===== config.mk =====
export PLATFORM = sky130hd
export DESIGN_NAME = usb_buffer_arbiter
export DESIGN_NICKNAME = d
export VERILOG_FILES = /design/src/rtl/usb_buffer_arbiter.sv
export SDC_FILE = /design/constraint.sdc
export NUM_CORES = 1
export LEC_CHECK = 0
export CAP_MARGIN = 20
export CORE_MARGIN = 4
export CORE_UTILIZATION = 40
export DETAILED_ROUTE_END_ITERATION = 10
export DONT_BUFFER_PORTS = 1
export PLACE_DENSITY = 0.54
export SYNTH_ARGS = -nofsm -noshare
export SYNTH_HDL_FRONTEND = slang
export SYNTH_SLANG_ARGS = --single-unit

===== constraint.sdc =====
create_clock -name clk -period 6.5 [get_ports clk]
set_clock_uncertainty 0.05 [all_clocks]
set_input_delay 0.325 -clock clk [delete_from_list [all_inputs] [get_ports clk]]
set_output_delay 0.325 -clock clk [all_outputs]
set_load 0.05 [all_outputs]

===== src/rtl/usb_buffer_arbiter.sv =====
// rtl/usb_buffer_arbiter.sv - scheduler for the shared single-port USB data buffer (optional USB_BUF_RR_EN: TX/AHB round-robin)

module usb_buffer_arbiter #(
  parameter int DEPTH  = 64,
  parameter int ADDR_W = 6,
  parameter int DATA_W = 8
) (
  input  logic              clk,
  input  logic              rst,
  input  logic              rx_store,
  input  logic [DATA_W-1:0] rx_data,
  input  logic              rx_flush,
  input  logic              tx_get,
  output logic [DATA_W-1:0] tx_data,
  output logic              tx_valid,
  input  logic              ahb_push,
  input  logic [DATA_W-1:0] ahb_wdata,
  input  logic              ahb_pop,
  output logic [DATA_W-1:0] ahb_rdata,
  output logic              ahb_grant,
  input  logic              ahb_clear,
  output logic [ADDR_W-1:0] mem_addr,
  output logic              mem_we,
  output logic [DATA_W-1:0] mem_wdata,
  output logic              mem_re,
  input  logic [DATA_W-1:0] mem_rdata,
  output logic [ADDR_W:0]   buffer_occupancy,
  output logic              overflow_err,
  output logic              underflow_err
);

  localparam logic [2:0] S_IDLE       = 3'd0;
  localparam logic [2:0] S_WR         = 3'd1;
  localparam logic [2:0] S_RD_ISSUE   = 3'd2;
  localparam logic [2:0] S_RD_CAPTURE = 3'd3;
  localparam logic [2:0] S_RD_EMPTY   = 3'd4;

  localparam logic [ADDR_W:0]   OCC_FULL = (ADDR_W+1)'(DEPTH);
  localparam logic [ADDR_W:0]   OCC_ONE  = (ADDR_W+1)'(1);
  localparam logic [ADDR_W-1:0] PTR_ONE  = ADDR_W'(1);

  logic [2:0]        state_q, state_d;
  logic              owner_ahb_q, owner_ahb_d;
  logic [ADDR_W-1:0] wr_ptr_q, wr_ptr_d;
  logic [ADDR_W-1:0] rd_ptr_q, rd_ptr_d;
  logic [ADDR_W:0]   occ_q, occ_d;
  logic              rx_pend_q, rx_pend_d;
  logic [DATA_W-1:0] rx_data_q, rx_data_d;
  logic              tx_pend_q, tx_pend_d;
  logic [DATA_W-1:0] tx_data_q, tx_data_d;
  logic [DATA_W-1:0] ahb_rdata_q, ahb_rdata_d;
  logic              ovf_q, ovf_d;
  logic              unf_q, unf_d;
`ifdef USB_BUF_RR_EN
  logic              last_ahb_q, last_ahb_d;
`endif

  logic              flush;
  logic              full;
  logic              empty;
  logic              ahb_req;
  logic              pick_ahb;
  logic              rx_done;
  logic              tx_done;
  logic [DATA_W-1:0] cap_byte;

  assign flush   = rx_flush | ahb_clear;
  assign full    = (occ_q == OCC_FULL);
  assign empty   = (occ_q == '0);
  assign ahb_req = ahb_push | ahb_pop;

  // An empty-buffer read never touches the memory, so its result is a fixed zero byte
  assign cap_byte = (state_q == S_RD_EMPTY) ? '0 : mem_rdata;

  // Choose between TX and AHB when RX has nothing pending
  always_comb begin
`ifdef USB_BUF_RR_EN
    if (tx_pend_q && ahb_req) begin
      pick_ahb = ~last_ahb_q;
    end else begin
      pick_ahb = ahb_req;
    end
`else
    pick_ahb = ~tx_pend_q & ahb_req;
`endif
  end

  // Buffer port sequencing, pointer/occupancy bookkeeping, pending latches and error flags
  always_comb begin
    state_d     = state_q;
    owner_ahb_d = owner_ahb_q;
    wr_ptr_d    = wr_ptr_q;
    rd_ptr_d    = rd_ptr_q;
    occ_d       = occ_q;
    rx_pend_d   = rx_pend_q;
    rx_data_d   = rx_data_q;
    tx_pend_d   = tx_pend_q;
    tx_data_d   = tx_data_q;
    ahb_rdata_d = ahb_rdata_q;
    ovf_d       = ovf_q;
    unf_d       = unf_q;
`ifdef USB_BUF_RR_EN
    last_ahb_d  = last_ahb_q;
`endif
    mem_we      = 1'b0;
    mem_re      = 1'b0;
    mem_addr    = rd_ptr_q;
    mem_wdata   = owner_ahb_q ? ahb_wdata : rx_data_q;
    tx_valid    = 1'b0;
    ahb_grant   = 1'b0;
    rx_done     = 1'b0;
    tx_done     = 1'b0;

    case (state_q)
      S_IDLE: begin
        if (rx_pend_q) begin
          owner_ahb_d = 1'b0;
          state_d     = S_WR;
        end else if (tx_pend_q || ahb_req) begin
          owner_ahb_d = pick_ahb;
`ifdef USB_BUF_RR_EN
          last_ahb_d  = pick_ahb;
`endif
          if (pick_ahb && ahb_push) begin
            state_d = S_WR;
          end else begin
            state_d = empty ? S_RD_EMPTY : S_RD_ISSUE;
          end
        end
      end

      S_WR: begin
        mem_addr = wr_ptr_q;
        if (full) begin
          ovf_d = 1'b1;
        end else begin
          mem_we   = 1'b1;
          wr_ptr_d = wr_ptr_q + PTR_ONE;
          occ_d    = occ_q + OCC_ONE;
        end
        if (owner_ahb_q) begin
          ahb_grant = 1'b1;
        end else begin
          rx_done = 1'b1;
        end
        state_d = S_IDLE;
      end

      S_RD_ISSUE: begin
        mem_re   = 1'b1;
        mem_addr = rd_ptr_q;
        state_d  = S_RD_CAPTURE;
      end

      S_RD_CAPTURE, S_RD_EMPTY: begin
        if (state_q == S_RD_CAPTURE) begin
          rd_ptr_d = rd_ptr_q + PTR_ONE;
          occ_d    = occ_q - OCC_ONE;
        end else begin
          unf_d = 1'b1;
        end
        if (owner_ahb_q) begin
          ahb_grant   = 1'b1;
          ahb_rdata_d = cap_byte;
        end else begin
          tx_valid  = 1'b1;
          tx_done   = 1'b1;
          tx_data_d = cap_byte;
        end
        state_d = S_IDLE;
      end

      default: state_d = S_IDLE;
    endcase

    if (rx_done) begin
      rx_pend_d = 1'b0;
    end
    if (tx_done) begin
      tx_pend_d = 1'b0;
    end
    if (tx_get) begin
      tx_pend_d = 1'b1;
    end

    // The single RX holding register cannot queue a second byte; the newer store is lost
    if (rx_store) begin
      if (rx_pend_q && !rx_done) begin
        ovf_d = 1'b1;
      end else begin
        rx_pend_d = 1'b1;
        rx_data_d = rx_data;
      end
    end

    // Flush/clear aborts whatever the port was doing and discards any same-cycle store
    if (flush) begin
      state_d     = S_IDLE;
      wr_ptr_d    = '0;
      rd_ptr_d    = '0;
      occ_d       = '0;
      tx_pend_d   = 1'b0;
      rx_pend_d   = rx_pend_q;
      rx_data_d   = rx_data_q;
      tx_data_d   = tx_data_q;
      ahb_rdata_d = ahb_rdata_q;
      ovf_d       = ovf_q;
      unf_d       = unf_q;
`ifdef USB_BUF_RR_EN
      last_ahb_d  = last_ahb_q;
`endif
      mem_we      = 1'b0;
      tx_valid    = 1'b0;
      ahb_grant   = 1'b0;
      if (ahb_clear) begin
        ovf_d = 1'b0;
        unf_d = 1'b0;
      end
    end
  end

  // State register with synchronous reset
  always_ff @(posedge clk) begin
    if (rst) begin
      state_q     <= S_IDLE;
      owner_ahb_q <= 1'b0;
      wr_ptr_q    <= '0;
      rd_ptr_q    <= '0;
      occ_q       <= '0;
      rx_pend_q   <= 1'b0;
      rx_data_q   <= '0;
      tx_pend_q   <= 1'b0;
      tx_data_q   <= '0;
      ahb_rdata_q <= '0;
      ovf_q       <= 1'b0;
      unf_q       <= 1'b0;
`ifdef USB_BUF_RR_EN
      last_ahb_q  <= 1'b0;
`endif
    end else begin
      state_q     <= state_d;
      owner_ahb_q <= owner_ahb_d;
      wr_ptr_q    <= wr_ptr_d;
      rd_ptr_q    <= rd_ptr_d;
      occ_q       <= occ_d;
      rx_pend_q   <= rx_pend_d;
      rx_data_q   <= rx_data_d;
      tx_pend_q   <= tx_pend_d;
      tx_data_q   <= tx_data_d;
      ahb_rdata_q <= ahb_rdata_d;
      ovf_q       <= ovf_d;
      unf_q       <= unf_d;
`ifdef USB_BUF_RR_EN
      last_ahb_q  <= last_ahb_d;
`endif
    end
  end

  // The fetched byte is forwarded during its valid/grant pulse and held afterwards
  assign tx_data          = tx_valid ? cap_byte : tx_data_q;
  assign ahb_rdata        = ahb_grant ? cap_byte : ahb_rdata_q;
  assign buffer_occupancy = occ_q;
  assign overflow_err     = ovf_q;
  assign underflow_err    = unf_q;

endmodule


==> results.sh <==
export IMPL_grt_ovfl_total=0
export IMPL_synth_seq_area_share=0.383
export IMPL_cts_resized=0
export IMPL_wirelength_um=5570
export IMPL_cts_tree="yes"
export IMPL_num_rows=29
export IMPL_finalHoldViolCount=0
export IMPL_remaining_drc_errors=0
export IMPL_clockBufferDepth=2
export IMPL_dpl_cell_area_um2=2700
export IMPL_max_stage_delay_ns=0.95
export IMPL_cts_made_buffers=5
export IMPL_fp_dieH_um=89.6
export IMPL_crit_fanout=19
export IMPL_synth_edff_count=0
export IMPL_power_mw=0.549
export IMPL_r2r_slack_ns=3.56
export IMPL_cts_max_level=2
export IMPL_ir_drop_uv=76.6
export IMPL_cp_start_kind="flip-flop"
export IMPL_synth_seq_cells=51
export IMPL_postRouteAntennaNets=0
export IMPL_setup_violations=0
export IMPL_syn_area_um2=2660
export IMPL_crit_path_cell_trace="or3b_1 > nand2_1 > nand3_1 > o21ai_1"
export IMPL_core_um2=6420
export IMPL_yosysWarnings=0
export IMPL_hold_path_depth=1
export IMPL_tightest_slew_ns=0.958
export IMPL_regToRegEndpoint="buffer_occupancy[4]"
export IMPL_num_vias=1999
export IMPL_rr_startpoint="state_q[2]"
export IMPL_hp_class="input port to flip-flop"
export IMPL_whs_ns=0.0381
export IMPL_drtIter0Drc=75
export IMPL_crit_slowest_cell="o21ai_1"
export IMPL_clk_pin_slew_ns=0.09
export IMPL_vias_per_cell=5.15
export IMPL_clock_latency_ns=0.29
export IMPL_hpwl_um=4180
export IMPL_p_leak_nw=1.29
export IMPL_avgSynthCellArea_um2=8.46
export IMPL_wl_per_cell_um=14.3
export IMPL_antenna_cells=0
export IMPL_grt_pass1_wl_um=8780
export IMPL_fmax_mhz=305
export IMPL_start_util=0.415
export IMPL_fin_crit_sh=0.505
export IMPL_drive_gt1_frac=0.0804
export IMPL_setup_slack_ns=3.22
export IMPL_critPathKind="flip-flop to output port"
export IMPL_clockRootBuffer="clkbuf_8"
export IMPL_antenna_found_initial=0
export IMPL_synthCells=315
export IMPL_dp_cells=380
export IMPL_grt_max_degree=31
export IMPL_place_congestion=0.775
export IMPL_powerDensity_nw_per_um2=197
export IMPL_ys_types=47
export IMPL_status="finished, final reports clean"
export IMPL_pin_count=75
export IMPL_relSlewSlack=0.357
export IMPL_grt_pass1_vias=1853
export IMPL_async_reset_ff_frac=0
export IMPL_die_x_um=89.6
export IMPL_cap_violations=0
export IMPL_drtPass1Iterations=4
export IMPL_finalCriticalPeriod_ns=3.28
export IMPL_clkSinkCount=51
export IMPL_final_cells=388
export IMPL_utilization=0.434
export IMPL_rsz0062_at_grt="false"
export IMPL_port_buffers=0
export IMPL_worstPathRequired_ns=6.12
export IMPL_ys_flop_type="dfxtp_1"
export IMPL_crit_path_end_kind="output port"
export IMPL_final_area_um2=2790
export IMPL_layout_nets=351
export IMPL_reg2regPathDepth=8
export IMPL_area_delta_synth_final_pct=4.56
export IMPL_holdBufCountCts=0
export IMPL_most_common_layout_cells="nor2_1, dfxtp_1, nand2_1"
export IMPL_place_ws_ns=3.51
export IMPL_min_to="rx_data_q[0]"
export IMPL_grt_util_all_layers=0.140
export IMPL_cp_arrival_ns=2.91
export IMPL_hp_start="rst"
export IMPL_cts_setup_buffers=0
export IMPL_maxSlewViolCount=0
export IMPL_final_setup_tns_ns=0
export IMPL_die_area_um2=8030
export IMPL_mostFrequentLayoutCell="nor2_1"
export IMPL_syn_nets=356
## metal layers
metal  GRT usage  up-vias  share of wire
met1       0.176      921           0.45
met3      0.0447        7          0.059
met5           0        -              0
li1            -     1033              -
met2       0.229       38           0.48
met4      0.0406        0          0.012
## worst max-delay path, delay by kind of cell (launching register included)
| family | cells | cell delay [ns] |
|---|---|---|
| AOI/OAI and AO/OA | 1 | 0.95 |
| DFF | 1 | 0.44 |
| and+or+nand+nor | 3 | 1.22 |
## how the worst max path moves through the flow
| stage | from | slack (ns) | to | cells after the start |
|---|---|---|---|---|
| floorplan | state_q[2] | 3.73 | ahb_rdata[6] | 6 |
| global placement | state_q[2] | 3.59 | ahb_rdata[4] | 4 |
| detailed placement | state_q[2] | 3.51 | ahb_rdata[1] | 4 |
| CTS | state_q[2] | 3.17 | ahb_rdata[4] | 4 |
| global route | state_q[2] | 2.99 | ahb_rdata[7] | 4 |
| finish | state_q[2] | 3.22 | ahb_rdata[1] | 4 |
## where the power goes
part           internal, mW  switching [mW]
clock network        0.0758          0.0970
logic                0.0169          0.0370
registers             0.316         0.00651
## registers in the layout, indices dropped and copies added, names as in the netlist, 3 cells and up
signal	flops
buffer_occupancy	7
rx_data_q	8
state_q	3
tx_data_q	8
rd_ptr_q	6
wr_ptr_q	6
ahb_rdata_q	8
## synthesized netlist by cell type (all sizes together), types with 2 or more instances
library cell / count / area, um^2
inv: 17 / 63.8
xnor2: 5 / 43.8
nor2: 52 / 195
mux2: 8 / 90.1
ha: 8 / 100
nand4: 2 / 12.5
a31oi: 2 / 27.5
mux2i: 30 / 300
nand3: 7 / 40.0
nand3b: 2 / 15.0
nand2: 48 / 183
buf: 5 / 40.0
and2: 10 / 62.6
dfxtp: 51 / 1020
xor2: 9 / 78.8
or3b: 3 / 26.3
nor4: 2 / 27.5
nor3: 8 / 40.0
o21ai: 11 / 58.8
clkbuf: 7 / 26.3
a21oi: 7 / 35.0
o21a: 2 / 15.0
nand2b: 3 / 18.8
## layout make-up
type	count	area (um^2)
Multi-Input combinational cell	235	1520
Clock buffer	7	76.3
Sequential cell	51	1020
Clock inverter	1	5.00
Tap cell	77	96.3
Inverter	17	63.8
Fill cell	666	3640
## cell families (layout without fill, tap and decap cells)
logic type / count (synthesis) / after routing / synth area share
compound gates: 31 / 31 / 0.0817
xor+xnor: 14 / 14 / 0.0460
buf+inv: 29 / 25 / 0.0489
flops: 51 / 51 / 0.383
mux: 38 / 38 / 0.147
fa+ha+maj: 9 / 9 / 0.0451
simple gates: 143 / 143 / 0.248
Note: power is estimated with default switching activity, not from simulation.
